<file path="src/rtl/microseq_pkg.sv">
// Shared definitions for the microprogram sequencer: next-address mode
// encodings and the stack-pointer width helper.
package microseq_pkg;

    typedef enum logic [2:0] {
        BS_INC   = 3'b000,
        BS_BRC   = 3'b001,
        BS_JMP   = 3'b010,
        BS_JREG  = 3'b011,
        BS_CALL  = 3'b100,
        BS_RET   = 3'b101,
        BS_CCALL = 3'b110,
        BS_HALT  = 3'b111
    } bs_e;

    // Stack occupancy runs 0..depth inclusive, so it needs one extra code.
    function automatic int sp_width(input int depth);
        return $clog2(depth + 1);
    endfunction

endpackage

</file>
<file path="src/rtl/micro_ret_stack.sv">
// Return-address LIFO for the microsequencer. The caller guarantees push and
// pop are never asserted together and never overflow/underflow the stack.
module micro_ret_stack
    import microseq_pkg::*;
#(
    parameter int unsigned AW    = 8,
    parameter int unsigned DEPTH = 4,
    parameter int unsigned SPW   = sp_width(DEPTH)
) (
    input  logic           clk,
    input  logic           rst_n,
    input  logic           push,
    input  logic           pop,
    input  logic [AW-1:0]  din,
    output logic [AW-1:0]  top,
    output logic [SPW-1:0] sp,
    output logic           full,
    output logic           empty
);

    localparam int unsigned IW = (DEPTH > 1) ? $clog2(DEPTH) : 1;

    logic [AW-1:0] mem [2**IW];
    logic [IW-1:0] wr_idx;
    logic [IW-1:0] top_idx;

    assign wr_idx  = sp[IW-1:0];
    assign top_idx = IW'(sp - SPW'(1));
    assign top     = mem[top_idx];
    assign full    = (sp == SPW'(DEPTH));
    assign empty   = (sp == '0);

    // Entries are left unreset; occupancy alone decides what is valid.
    always_ff @(posedge clk) begin
        if (push) begin
            mem[wr_idx] <= din;
        end
    end

    always_ff @(posedge clk or negedge rst_n) begin
        if (!rst_n) begin
            sp <= '0;
        end else if (push) begin
            sp <= sp + SPW'(1);
        end else if (pop) begin
            sp <= sp - SPW'(1);
        end
    end

endmodule

</file>
<file path="src/rtl/microseq_next_addr.sv">
// Microprogram sequencer: holds the control address register and selects the
// next microaddress from increment, branch, register, or return-stack sources.
module microseq_next_addr
    import microseq_pkg::*;
#(
    parameter int unsigned   AW          = 8,
    parameter int unsigned   NCOND       = 4,
    parameter int unsigned   STACK_DEPTH = 4,
    parameter logic [AW-1:0] RESET_ADDR  = '0,
    parameter int unsigned   CSW         = $clog2(NCOND),
    parameter int unsigned   SPW         = sp_width(STACK_DEPTH)
) (
    input  logic             clk,
    input  logic             rst_n,
    input  logic             stall,
    input  logic [2:0]       bs,
    input  logic [CSW-1:0]   cond_sel,
    input  logic             ps,
    input  logic [NCOND-1:0] cond_flags,
    input  logic [AW-1:0]    br_addr,
    input  logic [AW-1:0]    reg_addr,
    output logic [AW-1:0]    car,
    output logic [SPW-1:0]   sp,
    output logic             stack_ovf,
    output logic             stack_unf,
    output logic             halted,
    input  logic             clr_err
);

    bs_e           mode;
    logic          take;
    logic [AW-1:0] inc;
    logic [AW-1:0] car_nxt;
    logic          do_push;
    logic          do_pop;
    logic          ovf_set;
    logic          unf_set;
    logic [AW-1:0] stk_top;
    logic          stk_full;
    logic          stk_empty;

    assign mode   = bs_e'(bs);
    assign take   = cond_flags[cond_sel] ^ ps;
    assign inc    = car + AW'(1);
    assign halted = (mode == BS_HALT) && !stall;

    always_comb begin
        car_nxt = inc;
        do_push = 1'b0;
        do_pop  = 1'b0;
        ovf_set = 1'b0;
        unf_set = 1'b0;
        case (mode)
            BS_INC:  car_nxt = inc;
            BS_BRC:  car_nxt = take ? br_addr : inc;
            BS_JMP:  car_nxt = br_addr;
            BS_JREG: car_nxt = reg_addr;
            BS_CALL, BS_CCALL: begin
                // A not-taken CCALL degenerates to a plain increment.
                if (mode == BS_CALL || take) begin
                    if (!stk_full) begin
                        do_push = 1'b1;
                        car_nxt = br_addr;
                    end else begin
                        ovf_set = 1'b1;
                    end
                end
            end
            BS_RET: begin
                if (!stk_empty) begin
                    do_pop  = 1'b1;
                    car_nxt = stk_top;
                end else begin
                    unf_set = 1'b1;
                    car_nxt = RESET_ADDR;
                end
            end
            BS_HALT: car_nxt = car;
            default: car_nxt = inc;
        endcase
    end

    always_ff @(posedge clk or negedge rst_n) begin
        if (!rst_n) begin
            car       <= RESET_ADDR;
            stack_ovf <= 1'b0;
            stack_unf <= 1'b0;
        end else if (!stall) begin
            car       <= car_nxt;
            // A fresh error outranks a same-cycle clear.
            stack_ovf <= ovf_set | (stack_ovf & !clr_err);
            stack_unf <= unf_set | (stack_unf & !clr_err);
        end
    end

    micro_ret_stack #(
        .AW    (AW),
        .DEPTH (STACK_DEPTH),
        .SPW   (SPW)
    ) u_stack (
        .clk   (clk),
        .rst_n (rst_n),
        .push  (do_push && !stall),
        .pop   (do_pop && !stall),
        .din   (inc),
        .top   (stk_top),
        .sp    (sp),
        .full  (stk_full),
        .empty (stk_empty)
    );

endmodule

</file>
<file path="config.mk">
export PLATFORM = sky130hd
export DESIGN_NAME = microseq_next_addr
export DESIGN_NICKNAME = d
export VERILOG_FILES = /design/src/rtl/microseq_pkg.sv /design/src/rtl/micro_ret_stack.sv /design/src/rtl/microseq_next_addr.sv
export SDC_FILE = /design/constraint.sdc
export NUM_CORES = 1
export LEC_CHECK = 0
export ABC_AREA = 1
export CORE_ASPECT_RATIO = 1.5
export CORE_MARGIN = 2
export CORE_UTILIZATION = 57
export DETAILED_ROUTE_END_ITERATION = 6
export DONT_BUFFER_PORTS = 1
export PLACE_DENSITY = 0.71
export SKIP_LAST_GASP = 1
export SYNTH_ARGS = -nofsm -noshare
export SYNTH_HDL_FRONTEND = slang
export SYNTH_SLANG_ARGS = --single-unit
</file>
<file path="constraint.sdc">
create_clock -name clk -period 2.6 [get_ports clk]
set_clock_uncertainty 0.2 [all_clocks]
set_input_delay 0.39 -clock clk [delete_from_list [all_inputs] [get_ports clk]]
set_output_delay 0.39 -clock clk [all_outputs]
set_load 0.05 [all_outputs]
</file>
==> impl_metrics.csv <==
group,metric,value,unit
status,outcome,"finished, final reports clean",
pwr,clockPowerShare,16.2,%
global_routing,grt_pass1_wl,11400,µm
pwr,p_per_area,898,nW/µm²
placement,gp_congestion,0.926,
floorplanning,die_x,61.7,µm
final_layout,design_area,3110,µm²
synthesis,ys_warn_count,0,
synthesis,synthesis.area,2850,µm²
timing,setup_viol,0,
floorplanning,num_io_pins,44,
detailed_routing,wire_per_inst,15.1,µm
timing,period_minus_slack,2.06,ns
global_routing,grt_overflow_total,0,
critical_path,r2r_cells,12,
floorplanning,fp-row-count,31,
floorplanning,die_h,90.6,µm
global_routing,antenna_found_initial,0,
cts,cts_root_buf,"clkbuf_8",
cts,cts_tree,"yes",
pwr,p_leak,1.43,nW
final_layout,drive_above_1_share,10.4,%
synthesis,syn-num-nets,413,
detailed_routing,drc,0,
placement,dp_hpwl,5240,µm
placement,io_buffers,0,
floorplanning,dieArea,5590,µm²
cts,insertion_delay,0.30,ns
pwr,switchingPower,0.00129,W
critical_path,arrival,2.06,ns
cts,cts_buffer_depth,2,
cts,cts.sinks,45,
synthesis,synth.area.mux_share,0,%
pwr,p_total,0.00279,W
synthesis,ys_seq_area_share,45.2,%
critical_path,path_class,"flop to flop",
timing,finalHoldViolCount,0,
detailed_routing,ant_nets,0,
cts,ctsResizeCount,0,
timing,clock.fmax,0.485,GHz
detailed_routing,drt_iter0_markers,128,
final_layout,area_growth,9.23,%
synthesis,synthSimpleGateAreaFrac,35.6,%
pwr,p_int,0.00150,W
run,max_cap_violations,0,
critical_path,required,2.60,ns
critical_path,rrSetupSlack,0.54,ns
critical_path,crit_path_end,"car[5]",
floorplanning,initial_core_util,59.2,%
timing,rsz0062_at_grt,"false",
synthesis,synth_compound_area_share,7.43,%
critical_path,crit_path_start_kind,"flop",
synthesis,synth-xor-area-share,1.85,%
global_routing,grt_pass1_vias,2476,
detailed_routing,routed_via_density,5.46,
detailed_routing,drt_pass1_iterations,4,
pwr,netSwitchingFraction,46.3,%
final_layout,diodes,0,
timing,worst_slew_pin_slew,0.705,ns
critical_path,startpoint,"u_stack.sp[1]",
hold_path,hp-class,"input pin to flop",
synthesis,synth_edf_count,32,
synthesis,synthCells,377,
cts,cts_made_buffers,5,
cts,postCtsHoldBufs,1,
synthesis,avgSynthCellArea,7.55,µm²
detailed_routing,drt-total-wl,6940,µm
synthesis,synthDistinctLibCells,28,
critical_path,r2r-start,"u_stack.sp[1]",
critical_path,reg2reg_to,"car[5]",
synthesis,ys.flop_type,"edfxtp_1",
final_layout,nets,428,
cts,cts.reportedPaths.clkPinSlew,0.09,ns
placement,dpl_cell_area,3010,µm²
detailed_routing,vias,2508,
cts,htreeDepth,2,
critical_path,crit_path_max_fanout,12,
pwr,combPwrFrac,50.2,%
timing,tns,0,ns
timing,relSlewSlack,52.8,%
critical_path,worstSetupEndpointType,"flop",
timing,slew_viol_final,0,
synthesis,ys_ff_latch,45,
global_routing,grt_max_degree,21,
pwr,p_seq_share,33.6,%
floorplanning,core-area,4810,µm²
global_routing,gr-usage-all-layers,27.1,%
synthesis,synth_fa_ha_area_share,2.64,%
synthesis,synth_top_family_by_area,"simple AND/OR/NAND/NOR gates",
cts,postCtsSetupBuffers,0,
synthesis,ys_async_sr_fraction,28.9,%
pwr,ir_drop,0.460,mV
timing,post-route-period-util,79.2,%
worst max-delay path, stage by stage, from the launching register on:
cell	delay (ns)
dfrtp_1	0.38
inv_1	0.09
ha_1	0.18
nand2_1	0.12
buf_4	0.20
inv_1	0.20
nand3_1	0.12
nand2_1	0.11
nand2_1	0.05
nand3_1	0.11
nand3_1	0.08
nand2_1	0.07
nand2_1	0.05
how the worst min path moves through the flow:
stage	from	to	slack, ns	cells after the start
2_1_floorplan	rst_n	car[0]	-0.11	0
3_3_place_gp	rst_n	car[6]	-0.11	0
3_5_place_dp	rst_n	car[6]	-0.11	0
4_1_cts	clr_err	stack_unf	0.1	3
5_1_grt	stall	stack_unf	0.11	3
6_report	stall	stack_unf	0.10	3
final cells by class:
class / count / area, µm²
clock buffers: 5 / 68.8
clock inverters: 3 / 25.0
fillers: 446 / 1700
inverters: 43 / 161
multi-input cells: 281 / 1360
flip-flops and latches: 45 / 1290
well taps: 66 / 82.6
repair buffers: 16 / 123
metrics by stage:
step	hold WS (ns)	cells	utilization, %	worst slack, ns
6_report	0.105	459	64.6	0.540
5_1_grt	0.109	459	64.6	0.409
4_1_cts	0.0998	459	64.6	0.568
3_5_place_dp	-0.105	450	62.5	0.517
3_3_place_gp	-0.105	450	62.5	0.553
2_1_floorplan	-0.106	377	-	0.102
synthesized netlist by cell type (3+ instances only):
cell / instances / share of area [%]
dfrtp_1: 13 / 11
o22ai_1: 5 / 1.1
ha_1: 6 / 2.6
nand4_1: 3 / 0.66
nand2_1: 126 / 17
nand3_1: 51 / 9.0
buf_2: 5 / 0.88
a21oi_1: 10 / 1.8
inv_1: 41 / 5.4
edfxtp_1: 32 / 34
xor2_1: 5 / 1.5
o21ai_0: 23 / 4.0
nor2_1: 38 / 5.0
metal layers:
metal / global-route usage, % / wire length [µm] / vias to the layer above
met5: 0 / 0 / -
met4: 12.6 / 256 / 0
met3: 4.15 / 298 / 21
met2: 46.2 / 3690 / 72
met1: 31.8 / 2690 / 1154
li1: - / - / 1261
power by group through the flow:
stage	clock network, W	logic, W	registers, W
floorplan	0	0.000797	0.00117
global placement	0	0.00138	0.000953
detailed placement	0	0.00139	0.000955
CTS	0.000460	0.00140	0.000939
global route	0.000483	0.00157	0.000948
finish	0.000452	0.00140	0.000938
cell families (layout without fill, tap and decap cells):
kind of cell             count (synthesis)  after routing
AND/OR/NAND/NOR                        229            229
XOR/XNOR                                 6              6
flip-flops                              45             45
AO/OA/AOI/OAI                           40             40
buffers and inverters                   51             67
adder cells (fa/ha/maj)                  6              6
sequential cells by signal, indices dropped and copies added (netlist names):
name / count
u_stack.sp: 3
u_stack.mem: 32
stack_unf: 1
stack_ovf: 1
car: 8
layout by cell type, fill, tap and decap left out, types with 2 or more instances in the layout:
| cell | n |
|---|---|
| nand3_4 | 2 |
| dfrtp_1 | 12 |
| ha_1 | 6 |
| nor2_2 | 6 |
| inv_1 | 41 |
| nor2_1 | 34 |
| a21oi_1 | 10 |
| o22ai_1 | 5 |
| nand2_2 | 2 |
| o21ai_0 | 23 |
| clkbuf_8 | 5 |
| nand3_1 | 51 |
| xor2_1 | 5 |
| buf_4 | 15 |
| nand2_1 | 126 |
| edfxtp_1 | 32 |
| nand4_1 | 3 |
| inv_2 | 2 |
Power figures use the tool's default switching activity.
==> edit, RTL diff (same flow settings) <==
`AW` is set to 8 in 2 places; all go to 9.
--- a/src/rtl/micro_ret_stack.sv
+++ b/src/rtl/micro_ret_stack.sv
@@ -3,7 +3,7 @@
 module micro_ret_stack
     import microseq_pkg::*;
 #(
-    parameter int unsigned AW    = 8,
+    parameter int unsigned AW    = 9,
     parameter int unsigned DEPTH = 4,
     parameter int unsigned SPW   = sp_width(DEPTH)
 ) (
--- a/src/rtl/microseq_next_addr.sv
+++ b/src/rtl/microseq_next_addr.sv
@@ -3,7 +3,7 @@
 module microseq_next_addr
     import microseq_pkg::*;
 #(
-    parameter int unsigned   AW          = 8,
+    parameter int unsigned   AW          = 9,
     parameter int unsigned   NCOND       = 4,
     parameter int unsigned   STACK_DEPTH = 4,
     parameter logic [AW-1:0] RESET_ADDR  = '0,
Interface: changed (resized br_addr, car and reg_addr); port bits go from 44 to 47. No check against the original RTL was run, so the function may have changed too.
==> edit against the unedited design <==
Worst setup slack lost 39 ps. Synthesized area increased by 8.5%. Total power grew 6.4%. Die area rose by 8.0%. Final area up 7.8%. Sequential cell count grew 5. Combinational power grew 4%. Largest cell class is now flip-flops and latches. Routed wire length up 0.94%.
==> edit: results (changes against the unedited design) <==
[layout]
drive_above_1_share_pct=10.4  ; -0.071 points
reg_top3=u_stack.mem x36, car x9, u_stack.sp x3
layout.cells.non_filler=483  ; +5.2%
fin_nets=452  ; +5.6%

[place]
gp_congestion=0.863  ; -6.8%
dp_hpwl_mm=5.33  ; +1.7%
place_inst=473  ; +5.1%
io_buffers=0  ; unchanged
dp_slack_ps=291  ; -226 ps

[synthesis]
synth_common_cells=nand2_1 (108), nand3_1 (53), inv_1 (51)
yosys-top-cells-area=edfxtp_1 (35%), nand2_1 (13%), dfrtp_1 (11%)
ys_types=32  ; +14%
synth_nets=438  ; +6.1%
async_reset_ff_share_pct=28.0  ; -0.89 points
synth_seq_area_share_pct=46.4  ; +1.2 points
synth_edf_count=36  ; +13%
syn_inst=400  ; +6.1%
ys_warn_count=0  ; unchanged

[detailed_routing]
viasPerCell=5.37  ; -1.7%
drt_iter0_drc=213  ; +66%
wire_per_inst_um=14.5  ; -4.1%

[outcome]
status=completed

[global_route]
grt_max_degree=24  ; +14%
antenna_found_initial=0  ; unchanged
grt_pass1_vias=2429  ; -1.9%
grtUsageTotal_pct=24.9  ; -2.3 points
grt_pass1_wl_mm=11.5  ; +0.54%

[clocking]
clk_pin_slew_ps=100
holdBufCountCts=2  ; +1
cts_made_buffers=5  ; unchanged
clockBufferDepth=2  ; unchanged
cts_resized=0  ; unchanged
post_cts_buffers=0  ; unchanged

[sta]
holdWs_ps=29.7  ; -75.3 ps
report.final.slew_viol_count=0  ; unchanged
slew_headroom_pct=53.7  ; +0.87 points

[worst_setup_path]
r2r-end=car[7]$_DFFE_PN0P_
reg2reg_from=u_stack.sp[0]$_DFFE_PN0P_
worst_r2r_path_depth=11  ; -1
r2r_slack_ps=500  ; -40 ps
crit_arrival_ps=2110  ; +50 ps

[power_and_ir_drop]
combinationalPowerShare_pct=49.1  ; -1.1 points
p_sw_share_pct=45.7  ; -0.62 points
peakVddDrop_v=0.000459  ; -0.18%
leakagePower_nw=1.50  ; +4.6%

[hold_path]
min_path_cells=2  ; -1
holdPathEnd=stack_ovf$_DFFE_PN0N_

[edit: how the worst max path moves through the flow]
stage | from | endpoint | slack (ps) | cells past startpoint
3_3_place_gp | cond_sel[0] | u_stack.mem[3][6]$_DFFE_PP_ | 350 | 7
4_1_cts | u_stack.sp[0]$_DFFE_PN0P_ | car[7]$_DFFE_PN0P_ | 470 | 11
3_5_place_dp | cond_sel[0] | u_stack.mem[3][8]$_DFFE_PP_ | 290 | 7
6_report | u_stack.sp[0]$_DFFE_PN0P_ | car[7]$_DFFE_PN0P_ | 500 | 11
5_1_grt | u_stack.sp[0]$_DFFE_PN0P_ | car[5]$_DFFE_PN0P_ | 230 | 9
2_1_floorplan | u_stack.sp[0]$_DFFE_PN0P_ | u_stack.mem[1][0]$_DFFE_PP_ | -80 | 7
[edit: layer usage]
metal / track usage, % / up-vias / part of all wire (%)
met5: 0 / - / 0
met4: 9.40 / 0 / 1.4
met3: 4.08 / 8 / 4.8
met2: 43.4 / 64 / 52
met1: 30.6 / 1173 / 42
li1: - / 1350 / -
[edit: power by group through the flow]
| stage | Combinational [W] | Clock [W] | Sequential [W] |
|---|---|---|---|
| global placement | 0.00144 | 0 | 0.00107 |
| finish | 0.00146 | 0.000466 | 0.00105 |
| global route | 0.00163 | 0.000506 | 0.00106 |
| detailed placement | 0.00144 | 0 | 0.00107 |
| CTS | 0.00146 | 0.000476 | 0.00105 |
| floorplan | 0.000853 | 0 | 0.00129 |
[edit: cell type report]
| type | count | area (µm²) |
|---|---|---|
| Multi-Input combinational cell | 285 | 1400 |
| Clock buffer | 5 | 68.8 |
| Fill cell | 456 | 1810 |
| Clock inverter | 3 | 23.8 |
| Tap cell | 68 | 85.1 |
| Inverter | 54 | 203 |
| Timing Repair Buffer | 18 | 140 |
| Sequential cell | 50 | 1430 |
[edit: critical path: stages, from the launching register on]
cell	delay, ps
dfrtp_2	370
clkinv_1	80
ha_1	490
inv_1	210
o21ai_0	130
o22ai_1	110
a21oi_1	160
nand2_1	70
inv_1	50
nand2_1	40
nand2_1	50
nand2_1	50
[edit: per-stage QoR]
| step | TNS [ps] | area, µm² |
|---|---|---|
| floorplan | -2130 | 3100 |
| global placement | 0 | 3240 |
| detailed placement | 0 | 3240 |
| CTS | 0 | 3350 |
| global route | 0 | 3350 |
| finish | 0 | 3350 |
[edit: cells by family (layout without fill, tap and decap cells)]
kind of cell | Yosys count | count (layout) | share of synthesized area [%]
fa+ha+maj | 6 | 6 | 2.43
buf+inv | 65 | 80 | 8.63
flops | 50 | 50 | 46.4
simple gates | 206 | 206 | 29.5
compound gates | 69 | 69 | 12.0
xor+xnor | 4 | 4 | 1.13
